$ cat src/rtl/uart_fifo_loopback.sv
`default_nettype none
// ============================================================================
// Module   : uart_fifo_loopback
// Brief    : UART echo engine. A receiver feeds a synchronous FIFO and a
//            transmitter drains it. The last good character drives led, and
//            overflow and framing errors are held in sticky flags.
//            Optional build macro UART_PARITY_EN adds one parity bit per frame
//            on both rx and tx. ODD_PARITY selects its sense.
// Revision : 1.0 - initial release
// ============================================================================
module uart_fifo_loopback #(
    parameter int CLK_PER_BIT = 4,
    parameter int DATA_BITS   = 8,
    parameter int FIFO_DEPTH  = 16,
    parameter int ODD_PARITY  = 0
) (
    input  logic                          clk,
    input  logic                          rst_n,
    input  logic                          rx,
    output logic                          tx,
    input  logic                          block,
    input  logic                          clear_err,
    output logic [DATA_BITS-1:0]          led,
    output logic [$clog2(FIFO_DEPTH):0]   fifo_count,
    output logic                          overflow,
    output logic                          frame_err
);

    localparam int c_tw = $clog2(CLK_PER_BIT);
    localparam int c_bw = $clog2(DATA_BITS);
    localparam int c_aw = $clog2(FIFO_DEPTH);
    localparam int c_cw = c_aw + 1;

    localparam logic [c_tw-1:0] c_half     = c_tw'(CLK_PER_BIT / 2);
    localparam logic [c_tw-1:0] c_last     = c_tw'(CLK_PER_BIT - 1);
    localparam logic [c_bw-1:0] c_bit_last = c_bw'(DATA_BITS - 1);
    localparam logic [c_cw-1:0] c_full     = c_cw'(FIFO_DEPTH);

`ifdef UART_PARITY_EN
    localparam logic c_odd = (ODD_PARITY != 0);
    typedef enum logic [2:0] {
        S_IDLE   = 3'd0,
        S_START  = 3'd1,
        S_DATA   = 3'd2,
        S_STOP   = 3'd3,
        S_PARITY = 3'd4
    } state_t;
`else
    typedef enum logic [2:0] {
        S_IDLE   = 3'd0,
        S_START  = 3'd1,
        S_DATA   = 3'd2,
        S_STOP   = 3'd3
    } state_t;
`endif

    // ------------------------------------------------------------------
    // Signals
    // ------------------------------------------------------------------
    logic                  r_rx_meta, r_rx_sync;

    state_t                r_rx_state, w_rx_state_nxt;
    logic [c_tw-1:0]       r_rx_timer, w_rx_timer_nxt;
    logic [c_bw-1:0]       r_rx_bit,   w_rx_bit_nxt;
    logic [DATA_BITS-1:0]  r_rx_shift, w_rx_shift_nxt;
    logic                  w_rx_valid, w_rx_bad;

    state_t                r_tx_state, w_tx_state_nxt;
    logic [c_tw-1:0]       r_tx_timer, w_tx_timer_nxt;
    logic [c_bw-1:0]       r_tx_bit,   w_tx_bit_nxt;
    logic [DATA_BITS-1:0]  r_tx_shift, w_tx_shift_nxt;
    logic                  w_tx_line;
    logic                  r_tx;

`ifdef UART_PARITY_EN
    logic                  r_rx_par,   w_rx_par_nxt;
    logic                  r_tx_par,   w_tx_par_nxt;
    logic                  w_rx_par_ok;
`endif

    logic [DATA_BITS-1:0]  r_mem [FIFO_DEPTH];
    logic [c_aw-1:0]       r_wr_ptr, r_rd_ptr;
    logic [c_cw-1:0]       r_count;
    logic                  w_full, w_can_pop, w_push, w_pop, w_drop;
    logic [DATA_BITS-1:0]  w_head;

    logic [DATA_BITS-1:0]  r_led;
    logic                  r_overflow, r_frame_err;

    assign tx         = r_tx;
    assign led        = r_led;
    assign fifo_count = r_count;
    assign overflow   = r_overflow;
    assign frame_err  = r_frame_err;

    // rx is asynchronous; bring it into the clk domain before any use
    always_ff @(posedge clk or negedge rst_n) begin
        if (!rst_n) begin
            r_rx_meta <= 1'b1;
            r_rx_sync <= 1'b1;
        end else begin
            r_rx_meta <= rx;
            r_rx_sync <= r_rx_meta;
        end
    end

    // ------------------------------------------------------------------
    // Receiver
    // ------------------------------------------------------------------
`ifdef UART_PARITY_EN
    assign w_rx_par_ok = (r_rx_par == ((^r_rx_shift) ^ c_odd));
`endif

    // RX state register and bit-timing datapath
    always_ff @(posedge clk or negedge rst_n) begin
        if (!rst_n) begin
            r_rx_state <= S_IDLE;
            r_rx_timer <= '0;
            r_rx_bit   <= '0;
            r_rx_shift <= '0;
`ifdef UART_PARITY_EN
            r_rx_par   <= 1'b0;
`endif
        end else begin
            r_rx_state <= w_rx_state_nxt;
            r_rx_timer <= w_rx_timer_nxt;
            r_rx_bit   <= w_rx_bit_nxt;
            r_rx_shift <= w_rx_shift_nxt;
`ifdef UART_PARITY_EN
            r_rx_par   <= w_rx_par_nxt;
`endif
        end
    end

    // RX next state: start is re-checked at half a bit, later bits sampled a full bit apart
    always_comb begin
        w_rx_state_nxt = r_rx_state;
        w_rx_timer_nxt = r_rx_timer;
        w_rx_bit_nxt   = r_rx_bit;
        w_rx_shift_nxt = r_rx_shift;
        w_rx_valid     = 1'b0;
        w_rx_bad       = 1'b0;
`ifdef UART_PARITY_EN
        w_rx_par_nxt   = r_rx_par;
`endif
        case (r_rx_state)
            S_IDLE: begin
                if (!r_rx_sync) begin
                    w_rx_state_nxt = S_START;
                    w_rx_timer_nxt = '0;
                end
            end
            S_START: begin
                if (r_rx_timer == c_half) begin
                    w_rx_timer_nxt = '0;
                    w_rx_bit_nxt   = '0;
                    // a start bit that has gone high again was a glitch
                    w_rx_state_nxt = r_rx_sync ? S_IDLE : S_DATA;
                end else begin
                    w_rx_timer_nxt = r_rx_timer + 1'b1;
                end
            end
            S_DATA: begin
                if (r_rx_timer == c_last) begin
                    w_rx_timer_nxt = '0;
                    w_rx_shift_nxt = {r_rx_sync, r_rx_shift[DATA_BITS-1:1]};
                    if (r_rx_bit == c_bit_last) begin
`ifdef UART_PARITY_EN
                        w_rx_state_nxt = S_PARITY;
`else
                        w_rx_state_nxt = S_STOP;
`endif
                    end else begin
                        w_rx_bit_nxt = r_rx_bit + 1'b1;
                    end
                end else begin
                    w_rx_timer_nxt = r_rx_timer + 1'b1;
                end
            end
`ifdef UART_PARITY_EN
            S_PARITY: begin
                if (r_rx_timer == c_last) begin
                    w_rx_timer_nxt = '0;
                    w_rx_par_nxt   = r_rx_sync;
                    w_rx_state_nxt = S_STOP;
                end else begin
                    w_rx_timer_nxt = r_rx_timer + 1'b1;
                end
            end
`endif
            S_STOP: begin
                if (r_rx_timer == c_last) begin
                    // leave at the sample point so a following start bit is seen in time
                    w_rx_timer_nxt = '0;
                    w_rx_state_nxt = S_IDLE;
`ifdef UART_PARITY_EN
                    w_rx_valid     = r_rx_sync & w_rx_par_ok;
                    w_rx_bad       = ~(r_rx_sync & w_rx_par_ok);
`else
                    w_rx_valid     = r_rx_sync;
                    w_rx_bad       = ~r_rx_sync;
`endif
                end else begin
                    w_rx_timer_nxt = r_rx_timer + 1'b1;
                end
            end
            default: begin
                w_rx_state_nxt = S_IDLE;
                w_rx_timer_nxt = '0;
            end
        endcase
    end

    // ------------------------------------------------------------------
    // FIFO
    // ------------------------------------------------------------------
    assign w_full    = (r_count == c_full);
    assign w_can_pop = (r_count != '0) && !block;
    assign w_head    = r_mem[r_rd_ptr];
    // a pop in the same cycle frees the slot, so a full FIFO can still accept
    assign w_push    = w_rx_valid && (!w_full || w_pop);
    assign w_drop    = w_rx_valid && w_full && !w_pop;

    // Storage array; no reset needed, occupancy is tracked by the pointers
    always_ff @(posedge clk) begin
        if (w_push) begin
            r_mem[r_wr_ptr] <= r_rx_shift;
        end
    end

    // Wrap-around pointers and registered occupancy
    always_ff @(posedge clk or negedge rst_n) begin
        if (!rst_n) begin
            r_wr_ptr <= '0;
            r_rd_ptr <= '0;
            r_count  <= '0;
        end else begin
            if (w_push) begin
                r_wr_ptr <= r_wr_ptr + 1'b1;
            end
            if (w_pop) begin
                r_rd_ptr <= r_rd_ptr + 1'b1;
            end
            case ({w_push, w_pop})
                2'b10:   r_count <= r_count + 1'b1;
                2'b01:   r_count <= r_count - 1'b1;
                default: r_count <= r_count;
            endcase
        end
    end

    // ------------------------------------------------------------------
    // Transmitter
    // ------------------------------------------------------------------
    // TX state register, shifter and registered serial line
    always_ff @(posedge clk or negedge rst_n) begin
        if (!rst_n) begin
            r_tx_state <= S_IDLE;
            r_tx_timer <= '0;
            r_tx_bit   <= '0;
            r_tx_shift <= '0;
            r_tx       <= 1'b1;
`ifdef UART_PARITY_EN
            r_tx_par   <= 1'b0;
`endif
        end else begin
            r_tx_state <= w_tx_state_nxt;
            r_tx_timer <= w_tx_timer_nxt;
            r_tx_bit   <= w_tx_bit_nxt;
            r_tx_shift <= w_tx_shift_nxt;
            r_tx       <= w_tx_line;
`ifdef UART_PARITY_EN
            r_tx_par   <= w_tx_par_nxt;
`endif
        end
    end

    // TX next state; the stop bit hands straight over to the next start bit when data waits
    always_comb begin
        w_tx_state_nxt = r_tx_state;
        w_tx_timer_nxt = r_tx_timer;
        w_tx_bit_nxt   = r_tx_bit;
        w_tx_shift_nxt = r_tx_shift;
        w_pop          = 1'b0;
`ifdef UART_PARITY_EN
        w_tx_par_nxt   = r_tx_par;
`endif
        case (r_tx_state)
            S_IDLE: begin
                if (w_can_pop) begin
                    w_pop          = 1'b1;
                    w_tx_shift_nxt = w_head;
                    w_tx_timer_nxt = '0;
                    w_tx_state_nxt = S_START;
`ifdef UART_PARITY_EN
                    w_tx_par_nxt   = (^w_head) ^ c_odd;
`endif
                end
            end
            S_START: begin
                if (r_tx_timer == c_last) begin
                    w_tx_timer_nxt = '0;
                    w_tx_bit_nxt   = '0;
                    w_tx_state_nxt = S_DATA;
                end else begin
                    w_tx_timer_nxt = r_tx_timer + 1'b1;
                end
            end
            S_DATA: begin
                if (r_tx_timer == c_last) begin
                    w_tx_timer_nxt = '0;
                    w_tx_shift_nxt = {1'b0, r_tx_shift[DATA_BITS-1:1]};
                    if (r_tx_bit == c_bit_last) begin
`ifdef UART_PARITY_EN
                        w_tx_state_nxt = S_PARITY;
`else
                        w_tx_state_nxt = S_STOP;
`endif
                    end else begin
                        w_tx_bit_nxt = r_tx_bit + 1'b1;
                    end
                end else begin
                    w_tx_timer_nxt = r_tx_timer + 1'b1;
                end
            end
`ifdef UART_PARITY_EN
            S_PARITY: begin
                if (r_tx_timer == c_last) begin
                    w_tx_timer_nxt = '0;
                    w_tx_state_nxt = S_STOP;
                end else begin
                    w_tx_timer_nxt = r_tx_timer + 1'b1;
                end
            end
`endif
            S_STOP: begin
                if (r_tx_timer == c_last) begin
                    w_tx_timer_nxt = '0;
                    if (w_can_pop) begin
                        w_pop          = 1'b1;
                        w_tx_shift_nxt = w_head;
                        w_tx_state_nxt = S_START;
`ifdef UART_PARITY_EN
                        w_tx_par_nxt   = (^w_head) ^ c_odd;
`endif
                    end else begin
                        w_tx_state_nxt = S_IDLE;
                    end
                end else begin
                    w_tx_timer_nxt = r_tx_timer + 1'b1;
                end
            end
            default: begin
                w_tx_state_nxt = S_IDLE;
                w_tx_timer_nxt = '0;
            end
        endcase
    end

    // Line level for the upcoming cycle, registered so tx is glitch-free
    always_comb begin
        w_tx_line = 1'b1;
        case (w_tx_state_nxt)
            S_START:  w_tx_line = 1'b0;
            S_DATA:   w_tx_line = w_tx_shift_nxt[0];
`ifdef UART_PARITY_EN
            S_PARITY: w_tx_line = w_tx_par_nxt;
`endif
            default:  w_tx_line = 1'b1;
        endcase
    end

    // ------------------------------------------------------------------
    // Status: last good character and sticky error flags (set wins over clear)
    // ------------------------------------------------------------------
    always_ff @(posedge clk or negedge rst_n) begin
        if (!rst_n) begin
            r_led       <= '0;
            r_overflow  <= 1'b0;
            r_frame_err <= 1'b0;
        end else begin
            if (w_rx_valid) begin
                r_led <= r_rx_shift;
            end
            if (w_drop) begin
                r_overflow <= 1'b1;
            end else if (clear_err) begin
                r_overflow <= 1'b0;
            end
            if (w_rx_bad) begin
                r_frame_err <= 1'b1;
            end else if (clear_err) begin
                r_frame_err <= 1'b0;
            end
        end
    end

endmodule
`default_nettype wire

$ cat config.mk
export PLATFORM = sky130hd
export DESIGN_NAME = uart_fifo_loopback
export DESIGN_NICKNAME = d
export VERILOG_FILES = /design/src/rtl/uart_fifo_loopback.sv
export SDC_FILE = /design/constraint.sdc
export NUM_CORES = 1
export LEC_CHECK = 0
export BUFFER_PORTS_ARGS = -buffer_cell sky130_fd_sc_hd__buf_2
export CAP_MARGIN = 10
export CORE_ASPECT_RATIO = 1.2
export CORE_MARGIN = 4
export CORE_UTILIZATION = 55
export CTS_CLUSTER_DIAMETER = 30
export DETAILED_ROUTE_END_ITERATION = 6
export PLACE_DENSITY = 0.79
export SLEW_MARGIN = 30
export SYNTH_ARGS = -nofsm -noshare
export SYNTH_HDL_FRONTEND = slang
export SYNTH_SLANG_ARGS = --single-unit
$ cat constraint.sdc
create_clock -name clk -period 4.1 [get_ports clk]
set_clock_uncertainty 0.15 [all_clocks]
set_input_delay 0.205 -clock clk [delete_from_list [all_inputs] [get_ports clk]]
set_output_delay 0.205 -clock clk [all_outputs]
set_load 0.005 [all_outputs]
Word level (Yosys, flattened, before mapping)
Memory sizes are Yosys's and may differ from the RTL's.
Index checks and enable logic that the tools add are counted.

operators by class
  add/subtract/negate cells = 8
  equal/unequal tests = 27
  mux-type cells = 47
  bitwise operators = 1
  reduce and logical (&&, ||, !) cells = 24

operator list
  operator               number
  $mux W3                16
  $mux W8                3
  $pmux W3 S4            2
  $pmux W8 S3            1
  $ne A2 B2 Y1 const B   11
  $eq A3 B2 Y1 const B   5
  $mux W1                12
  $mux W2                6
  $pmux W3 S2            2
  $pmux W5 S2            1
  $reduce_bool A2 Y1     5
  $eq A3 B1 Y1 const B   3
  $add A4 B1 Y4 const B  2
  $eq A2 B2 Y1 const B   4
  $reduce_and A4 Y1      2
  $add A3 B1 Y3 const B  2
  $eq A3 B3 Y1 const B   2
  $logic_not A3 Y1       2
  $pmux W2 S3            1
  $add A5 B1 Y5 const B  1
  $eq A5 B5 Y1 const B   1
  $reduce_and A5 Y1      1
  $reduce_bool A5 Y1     1
  $sub A5 B1 Y5 const B  1
  13 further kinds       20

storage, ports and cells
  bits in registers = 58
  bits in writable memories = 128
  output and inout bits = 16
  logic and storage cells = 126
  memories kept = 1

memories
  memory  words  width  read ports  clocked after Yosys merged registers in  write ports  RTL line  source
  r_mem   16     8      1           0                                        1            81        logic [DATA_BITS-1:0] r_mem [FIFO_DEPTH];

Logic depth before layout (Yosys ltp)
  word-level depth = 9
  depth in mapped cells = 11
  mapped depth without buffers = 10

Worst setup path before layout
Ideal clock, no wire load.

  kind = register to register
  start point = register r_tx_state[2]
  end point = memory r_mem[3][0] (enable)
  data arrival time = 2.167 ns
  data required time = 3.567 ns
  path slack = 1.400 ns
  cell stages (with the launch flop) = 7
  buffers on the path = 1
  cells stage by stage = dfrtp_1 buf_2 nor3_1 o21ai_0 a31oi_2 nand2_1 nor3_1

on the way
  cells in the longest elaborated chain, start to end = 6
  elaborated cells between the ends (all ways) = 7

ends and longest elaborated chain
  item                                                     RTL line  source
  start, declared                                          68        state_t r_tx_state, w_tx_state_nxt;
  start signal, assigned                                   267       r_tx_state <= w_tx_state_nxt;
  $eq A3 B2 Y1 / $logic_not A3 Y1 (equally long branches)  288       case (r_tx_state)
  $pmux W1 S2 *                                            288
  $logic_or A1 B1 Y1 *                                     221       assign w_push = w_rx_valid && (!w_full || w_pop);
  $logic_and A1 B1 Y1 *                                    221
  $mux W1 *                                                226       if (w_push) begin
  $mux W1 (not written as such) *                          227       r_mem[r_wr_ptr] <= r_rx_shift;
  end, declared                                            81

Mark *: on every way between the ends. The rest lies on a longest branch, timed or not.

Worst setup path after layout
  start point = register r_tx_state[1]
  end point = memory r_mem[7][4] (enable)

Same word-level chain as after synthesis.

==> implementation parameters <==
Parameter                              Value

Placed design
  Port bufs    20
  Final weighted congestion in routability-driven placement    between 0.8 and 0.9
  Cells after DPL    ~710
  Final HPWL from detailed placement    about 9900 µm

GRT
  Largest net degree at the start of global routing    52
  Total routing usage reported by global routing    roughly a fifth
  Via count of the first global-routing pass    4574
  Global-route wire length before repair    ~25000 µm
  Global-route congestion overflow total    0
  Number of antenna violations at the first check in global routing    0

Pwr
  VDD IR-drop max    0.000301 V
  Static Leak    ~0.0033 µW
  Power Dens Cells    roughly 600 nW/µm²

STA
  Total negative setup slack    0 ns
  Rel. slew slack    38.3%
  Unrepaired setup endpoints after global routing    no
  Slew at the pin with the worst max-slew slack    0.925 ns
  Number of endpoints failing setup at the final stage    0
  Max Slew Vio Count    0
  Achievable frequency    around 0.3 GHz
  Final min period    3.28 ns
  Tcrit/Tclk final    ~80%
  Final hold viol count    0

Detailed routing
  # DRC    0
  Routed vias/inst    slightly above 6
  Antenna viol nets, final    0
  Number of optimization iterations in the first detailed-route pass    5
  Post-DR wirelength/cell    approximately 21 µm
  DRC violation total after the first TritonRoute iteration    between 500 and 600
  Overall routed net length    roughly 15000 µm
  Detailed-route via count    about 4600

Floorplan
  Full die area    16200 µm²
  Initial Utilization    between 50% and 60%
  Top Ports    21
  Vertical extent of the die    about 140 µm
  Die Wd    about 120 µm
  FP Rows    47
  Core box area    13900 µm²

Yosys
  Synth area leaders    sky130_fd_sc_hd__edfxtp_1, sky130_fd_sc_hd__dfrtp_1, sky130_fd_sc_hd__mux4_2
  Cell accounting for the most synthesized area    sky130_fd_sc_hd__edfxtp_1
  Number of synthesized register bits    approximately 190
  Sequential-to-total area share from yosys stat    67.2%
  Synth warn    0
  Most frequent cell after synthesis    sky130_fd_sc_hd__edfxtp_1
  Count of flip-flops with a built-in enable after synthesis    128
  Synthesized instance count    about 530
  Post-synth top cells    sky130_fd_sc_hd__edfxtp_1, sky130_fd_sc_hd__nand2_1, sky130_fd_sc_hd__dfrtp_1
  Primary flip-flop cell chosen by synthesis mapping    sky130_fd_sc_hd__edfxtp_1
  Area share of the leading cell type in the synthesized netlist    between 40% and 50%
  Avg Cell Area, Syn    around 15 µm²
  Cell area after technology mapping    approximately 7800 µm²
  Number of nets in the synthesized netlist    between 500 and 600
  Number of different library cells in the post-synthesis netlist    50
  Fraction of synthesis flops using an asynchronous set or reset pin    a little under a third

CTS
  Max Root-Sink Buffers    2
  Post CTS Setup Buffer Count    0
  Clock buffer count from CTS    17
  CTS tree    built
  Number of levels the H-tree was split into    4
  CTS root buffer    sky130_fd_sc_hd__clkbuf_16
  Clock sink count    185
  Clock latency on the worst-skew pair    about 0.42 ns
  Reg clk slew, reported paths    approximately 0.07 ns

Critical path
  CP arrival    3.18 ns
  Worst Reg-to-Reg Cells    5
  Worst Setup End Kind    register
  Critical path launch point type    register
  CP Max Fanout    23
  Classification of the worst setup path    reg2reg
  Required time reported for the critical path endpoint    approximately 4.0 ns

Final layout
  Count of non-filler cells in the finished layout    roughly 740
  Fraction of layout instances using a drive strength above 1    between 10% and 20%
  Inserted Diodes    0
  Layout filler cell count    approximately 980
  Layout overhead on the synthesized area    11.5%
  Nets@finish    579

Min path
  Worst hold path type    in2async

Run status
  Status    finished, final reports clean

Flow run
  Max Cap Viol    0
==> power breakdown <==
part           leakage [µW]  total (µW)  switching [µW]  internal [µW]
Clock              0.000286        1610             696            912
Sequential          0.00194        2580             381           2190
Combinational       0.00105        1000             483            520
Total               0.00328        5190            1560           3630
==> cell usage in the layout, fill, tap and decap left out, types with 2 or more instances in the layout <==
cell	n
sky130_fd_sc_hd__or2_2	2
sky130_fd_sc_hd__mux2i_1	2
sky130_fd_sc_hd__a22o_1	3
sky130_fd_sc_hd__edfxtp_1	128
sky130_fd_sc_hd__mux4_2	32
sky130_fd_sc_hd__buf_4	11
sky130_fd_sc_hd__nor2b_1	4
sky130_fd_sc_hd__nor3_1	17
sky130_fd_sc_hd__a221oi_1	7
sky130_fd_sc_hd__xor2_1	3
sky130_fd_sc_hd__mux2_2	8
sky130_fd_sc_hd__inv_8	2
sky130_fd_sc_hd__buf_2	20
sky130_fd_sc_hd__a21oi_1	14
sky130_fd_sc_hd__inv_1	19
sky130_fd_sc_hd__clkbuf_16	17
sky130_fd_sc_hd__nor2_1	23
sky130_fd_sc_hd__o21bai_1	2
sky130_fd_sc_hd__nand2b_1	2
sky130_fd_sc_hd__o22ai_1	2
sky130_fd_sc_hd__o32ai_1	2
sky130_fd_sc_hd__nand4_1	4
sky130_fd_sc_hd__nand2_1	61
sky130_fd_sc_hd__dfstp_2	3
sky130_fd_sc_hd__dlygate4sd3_1	5
sky130_fd_sc_hd__a22oi_1	11
sky130_fd_sc_hd__a21o_1	7
sky130_fd_sc_hd__ha_1	15
sky130_fd_sc_hd__o21ai_0	29
sky130_fd_sc_hd__dfrtp_1	53
sky130_fd_sc_hd__nand3_1	20
sky130_fd_sc_hd__a31oi_1	3
sky130_fd_sc_hd__clkinvlp_4	2
sky130_fd_sc_hd__xnor2_1	9
sky130_fd_sc_hd__bufinv_16	2
sky130_fd_sc_hd__clkinv_2	2
sky130_fd_sc_hd__inv_6	5
==> worst max-delay path: stages, from the launching register on <==
cell                      delay [ns]
sky130_fd_sc_hd__dfrtp_1        0.76
sky130_fd_sc_hd__and4b_1        0.36
sky130_fd_sc_hd__o21ai_0        0.21
sky130_fd_sc_hd__a31oi_2        0.50
sky130_fd_sc_hd__nand2_1        0.29
sky130_fd_sc_hd__nor2_1         0.62
==> final timing paths <==
check	endpoint	slack [ns]	from
max reg2reg	r_mem[7][4]	0.82	r_tx_state[1]
max	r_mem[7][4]	0.82	r_tx_state[1]
min in group clk	r_rx_sync	0.21	r_rx_meta
min	tx	0.12	rst_n
min reg2reg	r_rx_sync	0.21	r_rx_meta
max in group asynchronous	r_rd_ptr[0]	2.99	rst_n
==> flip-flops by register name (all words and copies together), names as in the netlist <==
register    flops
r_mem         128
led             8
r_rx_shift      8
r_tx_shift      8
fifo_count      5
r_rd_ptr        4
r_wr_ptr        4
r_rx_bit        3
r_tx_bit        3
r_tx_state      3
r_rx_state      2
r_rx_timer      2
r_tx_timer      2
frame_err       1
overflow        1
r_rx_meta       1
r_rx_sync       1
tx              1
==> logic make-up after synthesis <==
family,count (synthesis),synth area share (%)
AND/OR/NAND/NOR,143,8.45
adder cells (fa/ha/maj),15,2.39
flip-flops,185,67.2
other,1,0.0478
multiplexers,43,10.8
AO/OA/AOI/OAI,86,7.13
buffers and inverters,49,2.65
XOR/XNOR,12,1.34
==> timing repair <==
| action | in CTS | in global routing |
|---|---|---|
| resized for setup | 0 | 0 |
| endpoints found under the setup margin | 0 | 0 |
| endpoints found under the hold margin | 59 | 0 |
| hold buffers | 5 | 0 |
==> per-stage QoR <==
step           setup slack, ns  util [%]  area, µm²  power [µW]  hold slack [ns]
6_report                 0.823      63.0       8750        5190            0.117
5_1_grt                  0.597      63.0       8750        5440            0.122
4_1_cts                  0.887      63.0       8750        5210            0.124
3_5_place_dp             0.961      58.4       8110        3600           -0.111
3_3_place_gp              1.09      58.4       8110        3550           -0.117
2_1_floorplan             1.40         -       7850        3270           -0.241
==> final cells by class <==
cell class,instances,area [µm²],share of cell area (%)
timing repair buffer,36,233,2.66
tap,171,214,2.45
inverter,19,71.3,0.815
clock inverter,15,164,1.87
multi-input combinational,300,2360,27.0
sequential,185,5280,60.3
clock buffer,17,425,4.86
==> routing by layer <==
metal,GRT usage [%],wire (µm),vias up
met3,4.41,937,40
met4,9.18,593,0
met1,26.4,5950,2259
met5,0,0,-
li1,-,-,2072
met2,33.1,8010,191
(Power assumes the default switching activity.)
